<file path="src/rtl/io_request_arbiter_pkg.sv">
// Shared definitions for the I/O request arbiter and other shared-port arbiters.
// Holds bus widths and the helper that sizes requester index fields.
package io_request_arbiter_pkg;

    localparam int IO_ADDR_WIDTH = 32;
    localparam int IO_DATA_WIDTH = 32;

    // A single requester still needs a 1-bit index field.
    function automatic int sel_width(input int n);
        return (n > 1) ? $clog2(n) : 1;
    endfunction

endpackage

</file>
<file path="src/rtl/io_request_arbiter_if.sv">
// Bundles the core request, I/O bus and response signals of the arbiter.
// master = arbiter side, slave = cores/bus-target side.
interface io_request_arbiter_if
    import io_request_arbiter_pkg::*;
#(
    parameter int NUM_REQUESTERS   = 4,
    parameter int THREAD_IDX_WIDTH = 2
);
    localparam int RW = sel_width(NUM_REQUESTERS);

    logic [NUM_REQUESTERS-1:0]                        req_valid;
    logic [NUM_REQUESTERS-1:0]                        req_store;
    logic [NUM_REQUESTERS-1:0][IO_ADDR_WIDTH-1:0]     req_address;
    logic [NUM_REQUESTERS-1:0][IO_DATA_WIDTH-1:0]     req_write_data;
    logic [NUM_REQUESTERS-1:0][THREAD_IDX_WIDTH-1:0]  req_thread;
    logic [NUM_REQUESTERS-1:0]                        req_ready;

    logic                      bus_write_en;
    logic                      bus_read_en;
    logic [IO_ADDR_WIDTH-1:0]  bus_address;
    logic [IO_DATA_WIDTH-1:0]  bus_write_data;
    logic [IO_DATA_WIDTH-1:0]  bus_read_data;
    logic                      bus_complete;

    logic                         rsp_valid;
    logic [RW-1:0]                rsp_core;
    logic [THREAD_IDX_WIDTH-1:0]  rsp_thread;
    logic [IO_DATA_WIDTH-1:0]     rsp_read_data;
    logic                         rsp_error;

    modport master (
        input  req_valid, req_store, req_address, req_write_data, req_thread,
        output req_ready,
        output bus_write_en, bus_read_en, bus_address, bus_write_data,
        input  bus_read_data, bus_complete,
        output rsp_valid, rsp_core, rsp_thread, rsp_read_data, rsp_error
    );

    modport slave (
        output req_valid, req_store, req_address, req_write_data, req_thread,
        input  req_ready,
        input  bus_write_en, bus_read_en, bus_address, bus_write_data,
        output bus_read_data, bus_complete,
        input  rsp_valid, rsp_core, rsp_thread, rsp_read_data, rsp_error
    );

endinterface

</file>
<file path="src/rtl/io_request_arbiter_rr_select.sv">
// Combinational round-robin picker: first set request after last_grant, wrapping.
// Kept generic so other shared-port arbiters can reuse it.
module io_rr_select
    import io_request_arbiter_pkg::*;
#(
    parameter  int NUM_REQUESTERS = 4,
    localparam int RW             = sel_width(NUM_REQUESTERS)
) (
    input  logic [NUM_REQUESTERS-1:0] req,
    input  logic [RW-1:0]             last_grant,
    output logic [NUM_REQUESTERS-1:0] grant,
    output logic [RW-1:0]             grant_idx,
    output logic                      any_valid
);

    always_comb begin
        int j;
        grant     = '0;
        grant_idx = '0;
        any_valid = 1'b0;
        j         = 0;
        for (int i = 1; i <= NUM_REQUESTERS; i++) begin
            j = int'(last_grant) + i;
            if (j >= NUM_REQUESTERS) j = j - NUM_REQUESTERS;
            if (!any_valid && req[j]) begin
                any_valid = 1'b1;
                grant[j]  = 1'b1;
                grant_idx = RW'(j);
            end
        end
    end

endmodule

</file>
<file path="src/rtl/io_request_arbiter.sv">
// Shares the single I/O bus among cores: round-robin grant, one transaction in
// flight, timeout protection and a tagged response broadcast to all cores.
module io_request_arbiter
    import io_request_arbiter_pkg::*;
#(
    parameter int NUM_REQUESTERS   = 4,
    parameter int THREAD_IDX_WIDTH = 2,
    parameter int TIMEOUT_CYCLES   = 1024
) (
    input  logic                 clk,
    input  logic                 reset,
    io_request_arbiter_if.master io
);

    localparam int RW = sel_width(NUM_REQUESTERS);
    localparam int CW = $clog2(TIMEOUT_CYCLES + 1);
    localparam logic [CW-1:0] LAST_WAIT = CW'(TIMEOUT_CYCLES - 1);

    typedef enum logic [1:0] {IDLE, ISSUE, WAIT, RESPOND} io_arb_state_t;

    io_arb_state_t state, next_state;

    logic [RW-1:0]               last_grant;
    logic [RW-1:0]               grant_idx;
    logic [NUM_REQUESTERS-1:0]   grant_oh;
    logic                        any_valid;
    logic [RW-1:0]               core_q;
    logic [THREAD_IDX_WIDTH-1:0] thread_q;
    logic                        store_q;
    logic [CW-1:0]               count;
    logic                        take_grant;
    logic                        finish;
    logic                        timed_out;

    io_rr_select #(.NUM_REQUESTERS(NUM_REQUESTERS)) u_select (
        .req        (io.req_valid),
        .last_grant (last_grant),
        .grant      (grant_oh),
        .grant_idx  (grant_idx),
        .any_valid  (any_valid)
    );

    always_comb begin
        next_state = state;
        take_grant = 1'b0;
        finish     = 1'b0;
        timed_out  = 1'b0;
        case (state)
            IDLE: begin
                if (any_valid) begin
                    take_grant = 1'b1;
                    next_state = ISSUE;
                end
            end
            ISSUE: next_state = WAIT;
            WAIT: begin
                // A completion arriving on the last wait cycle beats the timeout.
                if (io.bus_complete) begin
                    finish     = 1'b1;
                    next_state = RESPOND;
                end else if (count == LAST_WAIT) begin
                    finish     = 1'b1;
                    timed_out  = 1'b1;
                    next_state = RESPOND;
                end
            end
            RESPOND: next_state = IDLE;
            default: next_state = IDLE;
        endcase
    end

    assign io.req_ready  = (take_grant && !reset) ? grant_oh : '0;
    assign io.rsp_core   = core_q;
    assign io.rsp_thread = thread_q;

    always_ff @(posedge clk or posedge reset) begin
        if (reset) state <= IDLE;
        else       state <= next_state;
    end

    always_ff @(posedge clk or posedge reset) begin
        if (reset) begin
            last_grant        <= RW'(NUM_REQUESTERS - 1);
            core_q            <= '0;
            thread_q          <= '0;
            store_q           <= 1'b0;
            count             <= '0;
            io.bus_write_en   <= 1'b0;
            io.bus_read_en    <= 1'b0;
            io.bus_address    <= '0;
            io.bus_write_data <= '0;
            io.rsp_valid      <= 1'b0;
            io.rsp_read_data  <= '0;
            io.rsp_error      <= 1'b0;
        end else begin
            io.bus_write_en <= take_grant &  io.req_store[grant_idx];
            io.bus_read_en  <= take_grant & ~io.req_store[grant_idx];
            io.rsp_valid    <= finish;
            if (take_grant) begin
                last_grant        <= grant_idx;
                core_q            <= grant_idx;
                thread_q          <= io.req_thread[grant_idx];
                store_q           <= io.req_store[grant_idx];
                io.bus_address    <= io.req_address[grant_idx];
                io.bus_write_data <= io.req_write_data[grant_idx];
            end
            if (state == ISSUE)
                count <= '0;
            else if (state == WAIT && !finish)
                count <= count + CW'(1);
            // Stores and timeouts return zero data so cores never see bus garbage.
            if (finish) begin
                io.rsp_error     <= timed_out;
                io.rsp_read_data <= (timed_out || store_q) ? '0 : io.bus_read_data;
            end
        end
    end

endmodule

</file>
<file path="src/flat_wrapper.sv">
// flat-port wrapper written by rule: the top's interface ports become plain ports
module io_request_arbiter_flat import io_request_arbiter_pkg::*;
#(
    parameter int NUM_REQUESTERS   = 4,
    parameter int THREAD_IDX_WIDTH = 2,
    parameter int TIMEOUT_CYCLES   = 1024
)
  (clk, reset, io_req_valid, io_req_store, io_req_address, io_req_write_data, io_req_thread, io_req_ready, io_bus_write_en, io_bus_read_en, io_bus_address, io_bus_write_data, io_bus_read_data, io_bus_complete, io_rsp_valid, io_rsp_core, io_rsp_thread, io_rsp_read_data, io_rsp_error);
  io_request_arbiter_if #(.NUM_REQUESTERS(NUM_REQUESTERS), .THREAD_IDX_WIDTH(THREAD_IDX_WIDTH)) io_i ();
  input  logic clk;
  input  logic reset;
  input wire logic [$bits(io_i.req_valid)-1:0] io_req_valid;
  input wire logic [$bits(io_i.req_store)-1:0] io_req_store;
  input wire logic [$bits(io_i.req_address)-1:0] io_req_address;
  input wire logic [$bits(io_i.req_write_data)-1:0] io_req_write_data;
  input wire logic [$bits(io_i.req_thread)-1:0] io_req_thread;
  output wire logic [$bits(io_i.req_ready)-1:0] io_req_ready;
  output wire logic [$bits(io_i.bus_write_en)-1:0] io_bus_write_en;
  output wire logic [$bits(io_i.bus_read_en)-1:0] io_bus_read_en;
  output wire logic [$bits(io_i.bus_address)-1:0] io_bus_address;
  output wire logic [$bits(io_i.bus_write_data)-1:0] io_bus_write_data;
  input wire logic [$bits(io_i.bus_read_data)-1:0] io_bus_read_data;
  input wire logic [$bits(io_i.bus_complete)-1:0] io_bus_complete;
  output wire logic [$bits(io_i.rsp_valid)-1:0] io_rsp_valid;
  output wire logic [$bits(io_i.rsp_core)-1:0] io_rsp_core;
  output wire logic [$bits(io_i.rsp_thread)-1:0] io_rsp_thread;
  output wire logic [$bits(io_i.rsp_read_data)-1:0] io_rsp_read_data;
  output wire logic [$bits(io_i.rsp_error)-1:0] io_rsp_error;
  assign io_i.req_valid = io_req_valid;
  assign io_i.req_store = io_req_store;
  assign io_i.req_address = io_req_address;
  assign io_i.req_write_data = io_req_write_data;
  assign io_i.req_thread = io_req_thread;
  assign io_req_ready = io_i.req_ready;
  assign io_bus_write_en = io_i.bus_write_en;
  assign io_bus_read_en = io_i.bus_read_en;
  assign io_bus_address = io_i.bus_address;
  assign io_bus_write_data = io_i.bus_write_data;
  assign io_i.bus_read_data = io_bus_read_data;
  assign io_i.bus_complete = io_bus_complete;
  assign io_rsp_valid = io_i.rsp_valid;
  assign io_rsp_core = io_i.rsp_core;
  assign io_rsp_thread = io_i.rsp_thread;
  assign io_rsp_read_data = io_i.rsp_read_data;
  assign io_rsp_error = io_i.rsp_error;
  io_request_arbiter #(.NUM_REQUESTERS(NUM_REQUESTERS), .THREAD_IDX_WIDTH(THREAD_IDX_WIDTH), .TIMEOUT_CYCLES(TIMEOUT_CYCLES)) u_core (.clk(clk), .reset(reset), .io(io_i));
endmodule
</file>
<file path="config.mk">
export PLATFORM = sky130hd
export DESIGN_NAME = io_request_arbiter_flat
export DESIGN_NICKNAME = d
export VERILOG_FILES = /design/src/rtl/io_request_arbiter_pkg.sv /design/src/rtl/io_request_arbiter_if.sv /design/src/rtl/io_request_arbiter_rr_select.sv /design/src/rtl/io_request_arbiter.sv /design/src/flat_wrapper.sv
export SDC_FILE = /design/constraint.sdc
export NUM_CORES = 1
export LEC_CHECK = 0
export CAP_MARGIN = 20
export CORE_AREA = 2 2 159 161
export DETAILED_ROUTE_END_ITERATION = 6
export DIE_AREA = 0 0 161 163
export PLACE_DENSITY_LB_ADDON = 0.15
export SYNTH_ARGS = -nofsm -noshare
export SYNTH_HDL_FRONTEND = slang
export SYNTH_SLANG_ARGS = --single-unit
</file>
<file path="constraint.sdc">
create_clock -name clk -period 11.75 [get_ports clk]
set_input_delay 2.9375 -clock clk [delete_from_list [all_inputs] [get_ports clk]]
set_output_delay 2.9375 -clock clk [all_outputs]
set_load 0.02 [all_outputs]
</file>
==> summary.md <==
| Metric | Value |
|---|---|
| Status | `complete, no violations` |
| Gr usage total | `25.6%` |
| Net switching power figure | `1.87 mW` |
| Int Pwr | `1.99 mW` |
| Number of fill cells | `between 2000 and 2500` |
| Post-synthesis cell area | `8640 µm²` |
| Cell taking the most area after synthesis | `dfrtp_1` |
| RSZ-0062 raised after global routing | `no` |
| Slowest stage delay, CP | `0.93 ns` |
| GP Congestion | `0.818` |
| Syn_nets | `1281` |
| Tcrit/Tclk final | `between 70% and 80%` |
| Cell Rows | `58` |
| Die Footprint | `26200 µm²` |
| Critical path data required time | `8.81 ns` |
| Startpoint type of the worst setup path | `input port` |
| WHS | `0.486 ns` |
| Final WL | `34800 µm` |
| WP data arrival | `6.04 ns` |
| Placeable Area | `24700 µm²` |
| Reg2reg setup slack | `6.77 ns` |
| TritonCTS clock tree | `built` |
| Type of the worst setup path | `in -> out` |
| Bufs and invs on worst path | `2` |
| Vias in the first global route | `9296` |
| Maxcap violations | `0` |
| Post-CTS setup buffer count | `0` |
| Mapped Cells | `961` |
| Sum Neg Setup Slack | `0 ns` |
| Synth Area in Compound Gates | `a little under a quarter` |
| Clock Power Share | `14.5%` |
| Synth warn | `0` |
| Dpl cells | `approximately 1600` |
| Detailed placer's ending HPWL | `~24000 µm` |
| Clock sinks | `120` |
| Reg clk slew, reported paths | `about 0.060 ns` |
| Primary FF master, synth | `dfrtp_1` |
| Slew headroom | `29.5%` |
| Root Driver | `clkbuf_16` |
| Most frequent cell after synthesis | `nand2_1` |
| # resized after CTS | `0` |
| Ys async rst share | `100%` |
| H-Tree Depth | `4` |
| Initial antenna violation count | `3` |
| Crit-path cells | `clkdlybuf4s50_1 -> mux4_2 -> nor2b_4 -> a22oi_1 -> nor2_1 -> a221oi_1 -> nor3_1 -> clkdlybuf4s50_1` |
| F_max | `111 MHz` |
| DRC | `0` |
| Via Count | `9484` |
| Post-DP Area | `12900 µm²` |
| Worst-case clock buffer depth | `2` |
| Crit path capture type | `output pin` |
| Largest net degree at the start of global routing | `78` |
| Post-CTS Hold Fix Bufs | `0` |
| First-iteration detailed-routing DRC count | `between 600 and 700` |
| Most instantiated cells after synthesis | `nand2_1 (156), dfrtp_1 (118), mux2i_1 (70)` |
| Synth area leaders | `dfrtp_1 (34%), mux2i_1 (8.1%), nand2_1 (6.8%), o221ai_1 (6.7%), nand4_1 (4.5%)` |
| DR WL/cell | `between 20 and 25 µm` |
| Slowest-stage cell, CP | `mux4_2` |
| DRT antenna net count | `0` |
| Syn_area_per_cell | `around 9.0 µm²` |
| First-pass GRT wire length | `53400 µm` |
| Non-filler cells, final | `1655` |
| Synth Area in Simple Gates | `19.5%` |
| Final Cell Area | `between 10000 and 15000 µm²` |
| Sequential fraction of the synthesis area | `34.8%` |
| Post-synthesis xor/xnor area fraction | `less than 1%` |
| EDFF count, synth | `0` |
| Setup Skew | `roughly 0.013 ns` |
| Largest family of logic cells by synthesized area | `compound AO/OA/AOI/OAI gates` |
| Synthesis-to-finish area growth | `56.6%` |
| Pwr Density | `285 nW/µm²` |
| Seq pwr share | `19.1%` |
| Post-Synth Adder-Cell Area | `1.88%` |
| Final period demand of the worst path | `approximately 9 ns` |
| Final Hold Viols | `0` |
| Critical path's top delay family | `buffers and inverters` |
| Endpoints failing setup | `0` |
| Layout cells sized above 1 | `8.62%` |
| Multiplexer share of the synthesized area | `between 10% and 20%` |
| Sw frac | `48.5%` |
| Chip width | `161 µm` |
| Initial core utilization | `35.0%` |
| Power share of the combinational group | `66.4%` |
| Vias per inst | `5.73` |
| Share of the synthesized area in the top cell type | `34.2%` |
| Worst hold path class | `reg -> reg` |
| Max VDD drop | `roughly 0.00019 V` |
| Drt pass-1 iters | `5` |
| Gr ovfl total | `0` |
| Layout Nets | `1629` |
| Max-slew violation count | `0` |
| Worst-path fanout max | `38` |
| Most frequent CP cell | `clkdlybuf4s50_1` |
| Flops & latches, synth | `between 100 and 150` |
| Die Ht | `roughly 160 µm` |
| CTS buffer count | `17` |
| Clk_lat worst skew | `between 0.4 and 0.5 ns` |
| Number of port buffers | `414` |
| Tightest Pin Transition | `~1.1 ns` |
| IO Pins | `just over 400` |
| Synth cell types | `57` |
| Leak | `5.48 nW` |
worst paths after layout:
| check | endpoint | startpoint | cells past startpoint |
|---|---|---|---|
| setup / recovery | io_req_ready[3] | io_req_valid[2] | 8 |
| hold / removal | u_core.io.bus_address[11]$_DFFE_PP0P_ | u_core.io.bus_address[11]$_DFFE_PP0P_ | 2 |
| setup reg to reg | u_core.io.bus_address[14]$_DFFE_PP0P_ | u_core.last_grant[0]$_DFFE_PP1P_ | 8 |
| hold reg to reg | u_core.io.bus_address[11]$_DFFE_PP0P_ | u_core.io.bus_address[11]$_DFFE_PP0P_ | 2 |
| max in group asynchronous | u_core.io.bus_write_data[12]$_DFFE_PP0P_ | reset | 3 |
| min in group asynchronous | u_core.count[4]$_DFFE_PP0P_ | reset | 2 |
layout make-up:
cell class,count,area (µm²),area share (%)
repair buffers,431,4270,31.6
diodes,3,7.51,0.0555
multi-input cells,732,5200,38.4
clock buffers,17,425,3.14
clock inverters,15,178,1.31
well taps,330,413,3.05
flip-flops and latches,120,3010,22.2
inverters,7,28.8,0.213
power by group through the flow:
stage,logic [mW],clock network [mW],registers (mW)
floorplan,1.54,0,0.902
global placement,2.55,0,0.737
detailed placement,2.57,0,0.737
CTS,2.58,0.570,0.735
global route,2.77,0.585,0.758
finish,2.56,0.559,0.736
cells by family (layout without fill, tap and decap cells):
family          count (synthesis)  after routing
simple gates                  345            345
compound gates                261            261
flops                         120            120
buf+inv                       109            470
mux                           106            106
fa+ha+maj                      13             13
xor+xnor                        7              7
other cells                     0              3
registers in the layout, summed over array words and instances (netlist names):
signal	cells
u_core.last_grant	2
u_core.state	2
u_core.count	11
u_core.io.bus_read_en	1
u_core.io.rsp_error	1
u_core.io.bus_address	32
u_core.io.bus_write_data	32
u_core.io.rsp_read_data	32
u_core.io.bus_write_en	1
u_core.io.rsp_core	2
u_core.io.rsp_thread	2
u_core.store_q	1
u_core.io.rsp_valid	1
per-stage QoR:
stage          util [%]  power (mW)  setup WS, ns
2_1_floorplan         -        2.44          4.08
3_3_place_gp       52.4        3.28          2.81
3_5_place_dp       52.4        3.31          2.81
4_1_cts            54.8        3.89          2.79
5_1_grt            54.9        4.11          2.64
6_report           54.9        3.86          2.77
tightest hold or removal path, cell delays in order (launching register included):
cell	delay (ns)
dfrtp_1	0.34
nand2_1	0.05
o221ai_1	0.06
metal layers:
metal	track usage, %	wire [µm]	part of all wire (%)	vias up
met1	32.1	14100	40	4552
met2	43.1	17200	49	420
met3	6.16	2580	7.4	55
met4	9.38	1000	2.9	0
li1	-	-	-	4457
met5	0	0	0	-
cells in the final DEF (no fill, tap or decap), drive strengths merged, types with 23 or more instances in the layout:
cell | synthesis | layout
clkdlybuf4s50 | 0 | 414
nand4 | 62 | 62
a221oi | 34 | 34
nor2 | 23 | 23
mux2i | 70 | 70
mux2 | 32 | 32
nand3 | 37 | 37
dfrtp | 118 | 118
o22ai | 29 | 29
a21oi | 38 | 38
o221ai | 74 | 74
a22o | 34 | 34
o211ai | 29 | 29
nand2 | 157 | 157
and3 | 38 | 38
Power figures use the tool's default switching activity.
